## src/rtl/button_reader.sv

```systemverilog
// rtl/button_reader.sv - debounced pushbutton reader with press/release events
// Synchronizes, debounces and reports button edges through a one-deep event holding register.
module button_reader #(
  parameter int DEBOUNCE_CYCLES = 50000
) (
  input  logic       clk,
  input  logic       resetn,
  input  logic       btn_in,
  input  logic       ack,
  input  logic       clr_ovf,
  output logic       btn_level,
  output logic       press_pulse,
  output logic       release_pulse,
  output logic       event_valid,
  output logic       event_code,
  output logic [7:0] press_count,
  output logic       overflow
);

  typedef enum logic [1:0] {STABLE_LO, WAIT_HI, STABLE_HI, WAIT_LO} state_t;

  localparam logic [15:0] LIMIT = 16'(DEBOUNCE_CYCLES - 1);

  state_t      state, state_nxt;
  logic [15:0] cnt, cnt_nxt;
  logic        sync_q, sample;
  logic        rise, fall, new_event;

  always_ff @(posedge clk or negedge resetn) begin
    if (!resetn) begin
      sync_q <= 1'b0;
      sample <= 1'b0;
    end else begin
      sync_q <= btn_in;
      sample <= sync_q;
    end
  end

  always_ff @(posedge clk or negedge resetn) begin
    if (!resetn) begin
      state <= STABLE_LO;
      cnt   <= 16'd0;
    end else begin
      state <= state_nxt;
      cnt   <= cnt_nxt;
    end
  end

  // The counter tracks how many consecutive samples have agreed with the new level.
  always_comb begin
    state_nxt = state;
    cnt_nxt   = cnt;
    case (state)
      STABLE_LO: if (sample) begin
        state_nxt = WAIT_HI;
        cnt_nxt   = 16'd1;
      end
      WAIT_HI: if (!sample) begin
        state_nxt = STABLE_LO;
        cnt_nxt   = 16'd0;
      end else if (cnt == LIMIT) begin
        state_nxt = STABLE_HI;
        cnt_nxt   = 16'd0;
      end else begin
        cnt_nxt = cnt + 16'd1;
      end
      STABLE_HI: if (!sample) begin
        state_nxt = WAIT_LO;
        cnt_nxt   = 16'd1;
      end
      WAIT_LO: if (sample) begin
        state_nxt = STABLE_HI;
        cnt_nxt   = 16'd0;
      end else if (cnt == LIMIT) begin
        state_nxt = STABLE_LO;
        cnt_nxt   = 16'd0;
      end else begin
        cnt_nxt = cnt + 16'd1;
      end
      default: begin
        state_nxt = STABLE_LO;
        cnt_nxt   = 16'd0;
      end
    endcase
  end

  always_comb begin
    btn_level = (state == STABLE_HI) || (state == WAIT_LO);
    rise      = (state == WAIT_HI) && (state_nxt == STABLE_HI);
    fall      = (state == WAIT_LO) && (state_nxt == STABLE_LO);
    new_event = press_pulse || release_pulse;
  end

  always_ff @(posedge clk or negedge resetn) begin
    if (!resetn) begin
      press_pulse   <= 1'b0;
      release_pulse <= 1'b0;
      press_count   <= 8'd0;
    end else begin
      press_pulse   <= rise;
      release_pulse <= fall;
      if (press_pulse) press_count <= press_count + 8'd1;
    end
  end

  // An ack in the same cycle as a new event frees the slot for that event.
  always_ff @(posedge clk or negedge resetn) begin
    if (!resetn) begin
      event_valid <= 1'b0;
      event_code  <= 1'b0;
      overflow    <= 1'b0;
    end else begin
      if (new_event) begin
        if (!event_valid || ack) begin
          event_valid <= 1'b1;
          event_code  <= press_pulse;
        end
      end else if (event_valid && ack) begin
        event_valid <= 1'b0;
      end
      if (new_event && event_valid && !ack) overflow <= 1'b1;
      else if (clr_ovf)                     overflow <= 1'b0;
    end
  end

endmodule

```

## config.mk

```make
export PLATFORM = sky130hd
export DESIGN_NAME = button_reader
export DESIGN_NICKNAME = d
export VERILOG_FILES = /design/src/rtl/button_reader.sv
export SDC_FILE = /design/constraint.sdc
export NUM_CORES = 1
export LEC_CHECK = 0
export ABC_AREA = 0
export CORE_MARGIN = 5
export CORE_UTILIZATION = 55
export DETAILED_ROUTE_END_ITERATION = 8
export GPL_TIMING_DRIVEN = 0
export HOLD_SLACK_MARGIN = 0.15
export PLACE_DENSITY = 0.78
export SLEW_MARGIN = 20
export SYNTH_ARGS = -nofsm -noshare
export SYNTH_HDL_FRONTEND = slang
export SYNTH_SLANG_ARGS = --single-unit
```

## constraint.sdc

```tcl
create_clock -name clk -period 1.9 [get_ports clk]
set_input_delay 0.38 -clock clk [delete_from_list [all_inputs] [get_ports clk]]
set_output_delay 0.38 -clock clk [all_outputs]
set_load 0.005 [all_outputs]
```

* Word-level counts from Yosys, hierarchy flattened
Index checks and enable logic that the tools add are counted.
** Word-level totals
- Flip-flop bits (word level) :: 33
- Logic and storage cells :: 55
- Output and inout port bits :: 14
** Cells by class
- Equal/unequal tests :: 8
- Reductions and logical operators :: 17
- Muxes and demuxes :: 18
- Add/sub/neg operators :: 2
** Operator list (number)
- $mux W16 :: 5
- $pmux W16 S4 :: 1
- $add A16 B1 Y16 const B :: 1
- $eq A16 B16 Y1 const B :: 1
- $mux W2 :: 6
- $add A8 B1 Y8 const B :: 1
- $pmux W2 S4 :: 1
- $eq A2 B2 Y1 const B :: 3
- $reduce_and A2 Y1 :: 3
- $logic_and A1 B1 Y1 :: 5
- $mux W1 :: 5
- $logic_not A2 Y1 :: 2
- $ne A2 B2 Y1 const B :: 2
- $reduce_bool A2 Y1 :: 2
- $logic_or A1 B1 Y1 :: 3
- $eq A2 B1 Y1 const B :: 1
- $logic_not A1 Y1 :: 2
- $ne A2 B1 Y1 const B :: 1

* Depth between registers and ports, before layout
Gate-level depths: netlist of the first run.
- Word-level depth :: 6
- Gate-level depth with buffers :: 7

* Worst setup path before layout of the first run
OpenSTA, ideal clock, no wires.
- Path type :: flip-flop to flip-flop
- Start point :: register cnt[0]
- End point :: register cnt[12]
- Required time :: 1.779 ns
- Stages on the path, launching flop included :: 6
- Arrival time :: 1.575 ns
- Library setup time :: 0.121 ns
- Slack :: 0.204 ns
- Path through :: dfrtp_1 -> ha_1 -> nand2_1 -> or4_4 -> a31o_1 -> a22o_1
** On the way
- Longest elaborated chain between the ends :: 4
** Ends and longest elaborated chain
- start: declaration :: RTL line 25 : logic [15:0] cnt, cnt_nxt;
- start signal: assignment :: RTL line 45 : cnt <= cnt_nxt;
- $add A16 B1 Y16 or $eq A16 B16 Y1 (tied branches)
- $mux W16 (*) :: RTL line 61, 74
- $mux W16, on equally long branches :: RTL line 71, 58
- $pmux W16 S4 (*) :: RTL line 53 : case (state)
Every way passes the cells marked *; elsewhere a longest branch is shown, timed or not.
A chain may end at the register's enable or synchronous reset.

* Final worst setup path of the first run
Ends and elaborated chain as after synthesis.

==> results of run 1 <==
## path summary, 6_finish.rpt
| kind | from | to | slack (ns) | depth (start not counted) |
|---|---|---|---|---|
| hold reg to reg | sync_q$_DFF_PN0_ | sample$_DFF_PN0_ | 0.37 | 0 |
| setup reg to reg | cnt[0]$_DFFE_PN0P_ | cnt[12]$_DFFE_PN0P_ | 0.06 | 7 |
| hold / removal | sync_q$_DFF_PN0_ | sample$_DFF_PN0_ | 0.37 | 0 |
| max in group asynchronous | resetn | cnt[1]$_DFFE_PN0P_ | 0.77 | 2 |
| setup / recovery | cnt[0]$_DFFE_PN0P_ | cnt[12]$_DFFE_PN0P_ | 0.06 | 7 |
| min in group asynchronous | resetn | press_count[6]$_DFFE_PN0P_ | 0.63 | 2 |
## cells in the mapped netlist, types with 4 or more instances
| library cell | number | area (um^2) |
|---|---|---|
| sky130_fd_sc_hd__dfrtp_1 | 33 | 825.8 |
| sky130_fd_sc_hd__o21ai_0 | 4 | 20.02 |
| sky130_fd_sc_hd__nand3_1 | 7 | 35.03 |
| sky130_fd_sc_hd__nor2_1 | 6 | 22.52 |
| sky130_fd_sc_hd__nand4_1 | 7 | 43.79 |
| sky130_fd_sc_hd__xor2_1 | 5 | 43.79 |
| sky130_fd_sc_hd__a22o_1 | 4 | 35.03 |
| sky130_fd_sc_hd__a31oi_1 | 14 | 87.58 |
| sky130_fd_sc_hd__nand2_1 | 16 | 60.06 |
| sky130_fd_sc_hd__o211ai_1 | 4 | 30.03 |
| sky130_fd_sc_hd__xnor2_1 | 4 | 35.03 |
## per-layer routing
metal  vias to the layer above  global-route usage [%]  part of all wire, %
met5                         -                       0                    0
met4                         0                   6.995                  1.0
met3                         6                   3.932                  6.9
met2                        46                   30.59                   47
met1                       680                   24.50                   45
li1                        662                       -                    -
## power breakdown
part	total (mW)	switching (mW)	internal, mW
Clock	0.409	0.236	0.173
Sequential	0.790	0.0577	0.733
Combinational	0.119	0.0629	0.0560
## area by class of cell
class / count / area share (%)
Buffer: 8 / 2.956
Clock buffer: 6 / 2.525
Clock inverter: 1 / 0.3695
Inverter: 3 / 0.5542
Multi-Input combinational cell: 116 / 40.21
Sequential cell: 33 / 40.76
Tap cell: 33 / 2.032
Timing Repair Buffer: 23 / 10.59
## stage by stage
step	cells	power, mW	util (%)	hold WS (ns)
2_1_floorplan	160	0.8549	-	0.08441
3_5_place_dp	211	0.9044	63.21	0.3396
6_report	223	1.319	67.67	0.3708
5_1_grt	223	1.383	67.67	0.3846
4_1_cts	219	1.311	65.50	0.3727
3_3_place_gp	211	0.9014	63.38	0.3458
## kinds of logic after synthesis
family / count (synthesis) / share of synthesized area (%)
AOI/OAI and AO/OA: 34 / 14.06
xor gates and xnor gates: 9 / 4.687
adders and majority gates: 2 / 1.488
buffers and inverters: 11 / 4.092
DFF: 33 / 49.11
muxes: 3 / 1.934
and+or+nand+nor: 68 / 24.63
## repair_timing
item | CTS | global route
setup endpoints to repair | 0 | 11
endpoints found under the hold margin | 33 | 0
resized for setup | 0 | 9
buffers inserted | 0 | 4
hold buffers | 1 | 0
==> flow_results.org, run 1 <==
** Run status
- The flow ran to the end, and the final reports show no timing, DRC or antenna violations.

** Finish
- Leaving out fill and tap cells, the most frequent cell in the layout is sky130_fd_sc_hd__dfrtp_1.
- Final design instance area without fill :: 0.002032 mm^2
- In the layout the commonest cells are 31 x sky130_fd_sc_hd__dfrtp_1, 17 x sky130_fd_sc_hd__clkdlybuf4s50_1, 16 x sky130_fd_sc_hd__nand2_1.
- FF+latch area :: 828.3 um^2
- Share of layout cells above drive strength 1 :: 17.89%
- Fill cells in the final layout number 256.
- Area of the multi-input gates :: 817.0 um^2
- The register with the most flip-flops in the layout has 16 of them.
- The largest registers in the layout are cnt: 16 flops, press_count: 8 flops, state: 2 flops.
- After the last flow step, the layout net total stands at 197.
- Reg with most FFs :: cnt
- 0 antenna diodes ended up in the layout.
- Compared with the post-synthesis result, the final layout area differs by 20.83%.

** CTS
- Root Buffer Master :: sky130_fd_sc_hd__clkbuf_4
- Cts bufs inserted :: 5
- Later-pin clock latency in the skew report :: 0.33 ns
- The clock net in this run drives a total of 33 sinks.
- Post-CTS clock slew at the launch and capture registers of the worst setup and hold paths :: 0.10 ns
- The H-tree was split into 2 levels.
- Worst-case clock buffer depth :: 2
- TritonCTS built the clock tree.

** Routing
- After detailed routing, the average wire length per cell comes to 16.35 um.
- The detailed router placed 1394 vias in this run.
- In this run, the number of DRC markers left after iteration 0 of detailed routing was 102.
- The detail route stage leaves a number of antenna-violating nets equal to 0.
- In the routed layout, each cell is associated on average with a via count of 6.251.
- Before antenna repair, the detailed router went through 4 iterations.
- Overall routed net length :: 3647 um
- Count of unresolved DRC violations after routing :: 0

** STA
- At the pin with the least slew margin, the transition time is 0.7045 ns.
- Top achievable clock speed :: 543.2 MHz
- After routing, the total negative slack on setup checks comes to 0 ns.
- Fin crit share :: 96.89%
- Number of setup violations in the final report :: 0
- Skew final :: 0.007039 ns
- Post-layout min period :: 1.841 ns
- Measured against its own limit, the worst slew margin works out to 53.03%.
- The hold violation total from the final report is 0.
- Final worst slack :: 0.05918 ns
- The max-slew violation total from the final report is 0.

** Worst setup path
- Counting both buffers and inverters, the worst setup path holds a total of 2.
- The worst setup path is of the flop to flop kind.
- STA classifies the critical path endpoint as a flop.
- Cells along the critical path :: ha_4 -> and4b_1 -> nand4_1 -> buf_6 -> buf_4 -> a31o_1 -> a22o_1
- Critical Path Source Type :: flop
- The largest single stage delay on the critical path is 0.42 ns.
- Worst-path fanout max :: 6
- Cell with the biggest individual delay on the critical path :: sky130_fd_sc_hd__dfrtp_1
- At the worst endpoint, the arrival time is 2.07 ns.
- Worst EP required :: 2.13 ns
- Worst path top cell family by delay :: simple AND/OR/NAND/NOR gates

** Floorplanning
- Pin placement for this block handled 19 I/O pins.
- The floorplan step defined a die boundary enclosing 0.004263 mm^2.
- Rows :: 20
- Standard cell core area :: 0.003003 mm^2
- Width of the die :: 65.30 um
- Die Height :: 65.30 um
- The initial utilization of the core area, before any placement, comes to 56.00%.

** Global routing
- Summed over all layers, the global routing overflow is 0.
- The via count of the first global-routing pass was 1349.
- The first global-routing pass estimated 6189 um of wire.
- Global-route usage over all layers :: 18.75%
- Antenna violations before repair :: 0
- Pin count of the biggest net entering global routing :: 34

** Power
- Total leakage power :: 0.8505 nW
- Power per Cell Area :: 648.9 mW/mm^2
- IR analysis of the VDD net gives a maximum drop of 0.0005407 V.

** Yosys
- The number of different library cells used by synthesis comes to 44.
- The synthesized design contains 33 register bits.
- In the synthesized netlist the dominant register cell turns out to be sky130_fd_sc_hd__dfrtp_1.
- Post-synth design cell area :: 0.001682 mm^2
- Counting flops with a built-in enable in the synthesized netlist gives 0.
- During synthesis, Yosys emitted a total of 0 warnings.
- Summing the sequential cell areas from Yosys gives 49.11% of the chip area.
- Net Count, Synth :: 167
- Avg Inst Size Synth :: 10.51 um^2
- Counting flops with an async set or reset pin after synthesis yields a share of 100.0%.
- Post-Syn Instances :: 160

** Place
- Routability-driven placement finished with a final weighted congestion of 0.9009.
- Placement-stage cell area :: 0.001898 mm^2
- Sum of net half-perimeters after detailed placement :: 2508 um
- At the placement stage, the worst setup path has a slack of 0.03767 ns.
- In this run the tool buffered the top-level ports with 18 buffer cells.

** Run
- Count of max-cap constraint violations :: 0

** Worst hold path
- Worst min path class :: flop to flop
Power figures use the tool's default switching activity.
==> inputs of run 2 (changes only) <==
- PLACE_DENSITY: 0.78 -> 0.89
==> flow_results.org, run 2 (same netlist as run 1, synthesis figures left out) <==
** CTS
- Root Buffer Master :: sky130_fd_sc_hd__clkbuf_4
- The worst-skew pair later-pin latency came to 0.34 ns (about the same).
- The total CTS buffers came to 5 (unchanged).
- The clock sink count came to 33 (unchanged).
- TritonCTS clock tree :: yes
- The number of H-tree levels came to 2 (unchanged).
- The number of buffers between clock root and the deepest sink is 2 (unchanged).
- The clock transition time at the flip-flop clock pins of the worst setup and hold paths is 0.11 ns (about the same).

** Run status
- The run finished with clean final reports.

** Worst setup path
- STA classifies the critical path startpoint as a flop.
- The worst setup path is captured at a flop.
- Internal reg-to-reg setup slack :: 0.06 ns (about the same)
- The worst register-to-register path ends at cnt[15]$_DFFE_PN0P_.
- Data arrival at the endpoint of the critical path :: 2.05 ns (-0.02 ns)
- Cells along the critical path :: nand3_1 -> or4_1 -> o211ai_1 -> a31oi_1
- Among cell families on the critical path, the largest total delay comes from simple AND/OR/NAND/NOR gates.
- The critical path in this run is classified as flop to flop.
- Worst-path fanout max :: 8 (+2)
- The required time of the worst setup path came to 2.11 ns (-0.02 ns).
- Worst path max stage delay :: 0.62 ns (+0.20 ns)
- RR Startpoint :: cnt[2]$_DFFE_PN0P_
- Cell with the biggest individual delay on the critical path :: sky130_fd_sc_hd__or4_1
- The critical path buffer and inverter count came to 0 (-2).
- Path depth of the worst reg2reg path :: 4 (-3)
- Logic depth of the worst path, buffers included :: 4 (-3)

** Routing
- Count of unresolved DRC violations after routing :: 0 (unchanged)
- Overall via count from detail_route :: 1416 (+1.6%)
- Detailed Route Iter0 Violations :: 51 (-50%)
- Antenna viol nets, final :: 0 (unchanged)
- Detailed-router iteration count before antenna repair :: 4 (unchanged)
- The per-cell routed wire length was 16.41 um (+0.35%).
- The wire length after detailed routing came to 3676 um (+0.80%).
- The vias per cell was 6.321 (+1.1%).

** Power
- Power share of the sequential group :: 59.0% (-0.9 points)
- Portion of total power attributed to combinational logic :: 9.2% (+0.2 points)
- The proportion of total power due to net switching is 27.54% (+0.49 points).
- The internal power was 0.9705 mW (+0.91%).
- The fraction of power consumed by the clock network was 31.7% (+0.7 points).
- The maximum vdd drop came to 0.0005615 V (+3.8%).
- Power spent charging and discharging nets :: 0.3689 mW (+3.4%)
- The total chip power came to 1.339 mW (+1.6%).
- The static leakage power is 0.8603 nW (+1.2%).
- The power per cell area was 661.6 mW/mm^2 (+2.0%).

** STA
- Fin crit share :: 96.85% (about the same)
- Transition time at the pin with the least slew margin :: 0.7044 ns (-0.0001087 ns)
- The max-slew violation total from the final report was 0 (unchanged).
- Hold violation total from the final report :: 0 (unchanged)
- Headroom to the max-slew limit :: 53.04% (about the same)
- Post-layout min period :: 1.840 ns (-0.0007381 ns)
- Fin Setup TNS :: 0 ns (unchanged)
- The final number of setup-violating endpoints was 0 (unchanged).
- Top achievable clock speed :: 543.5 MHz (about the same)
- The final worst slack is 0.05992 ns (+0.0007381 ns).
- Skew final :: 0.009660 ns (+0.002621 ns)
- RSZ-0062 raised after global routing :: yes

** Finish
- The number of flip-flops in the largest register came to 16 (unchanged).
- Layout overhead on the synthesized area :: 20.39%
- Reg with most FFs :: cnt
- Final design instance area without fill :: 0.002024 mm^2 (-0.37%)
- Share of layout cells above drive strength 1 :: 16.23% (-1.7 points)
- The number of nets in the layout is 197 (unchanged).
- Registers with the most flip-flops :: cnt: 16 flops, press_count: 8 flops, state: 2 flops
- The final core utilization was 67.42% (-0.25 points).
- Antenna diodes :: 0 (unchanged)
- Most common library cell in the layout ignoring fill and taps :: sky130_fd_sc_hd__dfrtp_1
- In the layout the commonest cells are 33 x sky130_fd_sc_hd__dfrtp_1, 17 x sky130_fd_sc_hd__clkdlybuf4s50_1, 16 x sky130_fd_sc_hd__nand2_1.
- Fill cell count :: 213 (-17%)

** Worst hold path
- Hold EP :: sample$_DFF_PN0_
- The cell count of the worst hold path came to 0 (unchanged).
- The worst hold path begins at sync_q$_DFF_PN0_.
- Worst min path class :: flop to flop

** Global routing
- First-pass GRT wire length :: 6292 um (+1.7%)
- Pin count of the biggest net entering global routing :: 34 (unchanged)
- GRT Residual Overflow :: 0 (unchanged)
- The via count of the first global-routing pass was 1314 (-2.6%).
- Antenna violations before repair :: 0 (unchanged)
- Global-route usage over all layers :: 18.98% (+0.23 points)

** Place
- Sum of net half-perimeters after detailed placement :: 2468 um (-1.6%)
- Port Buffer Count :: 18 (unchanged)
- Routability congestion estimate :: 0.9356 (+3.9%)
- The placed cell area was 0.001898 mm^2 (unchanged).
- The setup slack after placement came to 0.05276 ns (+0.01509 ns).

** Floorplanning
- The top-level I/O count is 19 (unchanged).
- The site row count came to 20 (unchanged).
- Floorplan die area :: 0.004263 mm^2 (unchanged)
- Width of the die :: 65.30 um (unchanged)
- The placeable core region was 0.003003 mm^2 (unchanged).
- The die span in y is 65.30 um (unchanged).
- The initial cell density of the core came to 56.00% (unchanged).

** Run
- Count of max-cap constraint violations :: 0 (unchanged)
==> run 2: worst reg2reg max path: cells and delay by family (launching register included) <==
family	cells	cell delay, ns
AOI/OAI and AO/OA	2	0.31
DFF	1	0.49
and+or+nand+nor	2	0.92
==> run 2: repair_timing <==
item,4_1_cts,5_1_grt
endpoints found under the setup margin,1,9
gates resized for setup,2,2
pin swaps,0,1
setup buffers,0,4
hold buffers,1,0
hold endpoints to repair,33,0
==> run 2: final cells by class <==
cell class	instances	area (um^2)	share of cell area, %
multi-input cells	116	805.8	39.80
repair buffers	23	215.2	10.63
clock buffers	6	51.30	2.534
clock inverters	2	13.76	0.6799
well taps	33	41.29	2.040
inverters	3	11.26	0.5562
flip-flops and latches	33	825.8	40.79
plain buffers	8	60.06	2.967
==> run 2: worst max path at each step <==
stage               slack (ns)                  end                from
finish                    0.06  cnt[15]$_DFFE_PN0P_  cnt[2]$_DFFE_PN0P_
global route             -0.06  cnt[15]$_DFFE_PN0P_  cnt[2]$_DFFE_PN0P_
CTS                       0.04  cnt[14]$_DFFE_PN0P_  cnt[0]$_DFFE_PN0P_
detailed placement        0.05   cnt[3]$_DFFE_PN0P_  cnt[0]$_DFFE_PN0P_
global placement         -0.12   cnt[7]$_DFFE_PN0P_              resetn
floorplan                 0.20  cnt[12]$_DFFE_PN0P_  cnt[0]$_DFFE_PN0P_
==> run 2: per-layer routing <==
layer  GRT usage, %  routed length (um)  vias to the layer above
met3          4.957                 231                       16
met1          24.78                1561                      673
met2          30.59                1801                       57
li1               -                   -                      670
met5              0                   0                        -
met4          6.477                  81                        0
==> run 2: per-stage QoR <==
stage	instances	hold slack (ns)
finish	224	0.3829
global route	224	0.4139
CTS	220	0.3915
detailed placement	211	0.3614
global placement	211	0.3404
floorplan	160	0.08441
==> run 2: power by group through the flow <==
stage               Clock (mW)  Combinational (mW)  Sequential (mW)
finish                   0.425               0.124            0.791
global route             0.473               0.138            0.797
CTS                      0.434               0.108            0.786
detailed placement           0               0.105            0.800
global placement             0               0.101            0.796
floorplan                    0              0.0697            0.785
==> inputs of run 3 (changes only) <==
- HOLD_SLACK_MARGIN: 0.15 -> 0.12
==> results of run 3 <==
Same layout as run 2: the final DEF is identical, and so are final timing and power.
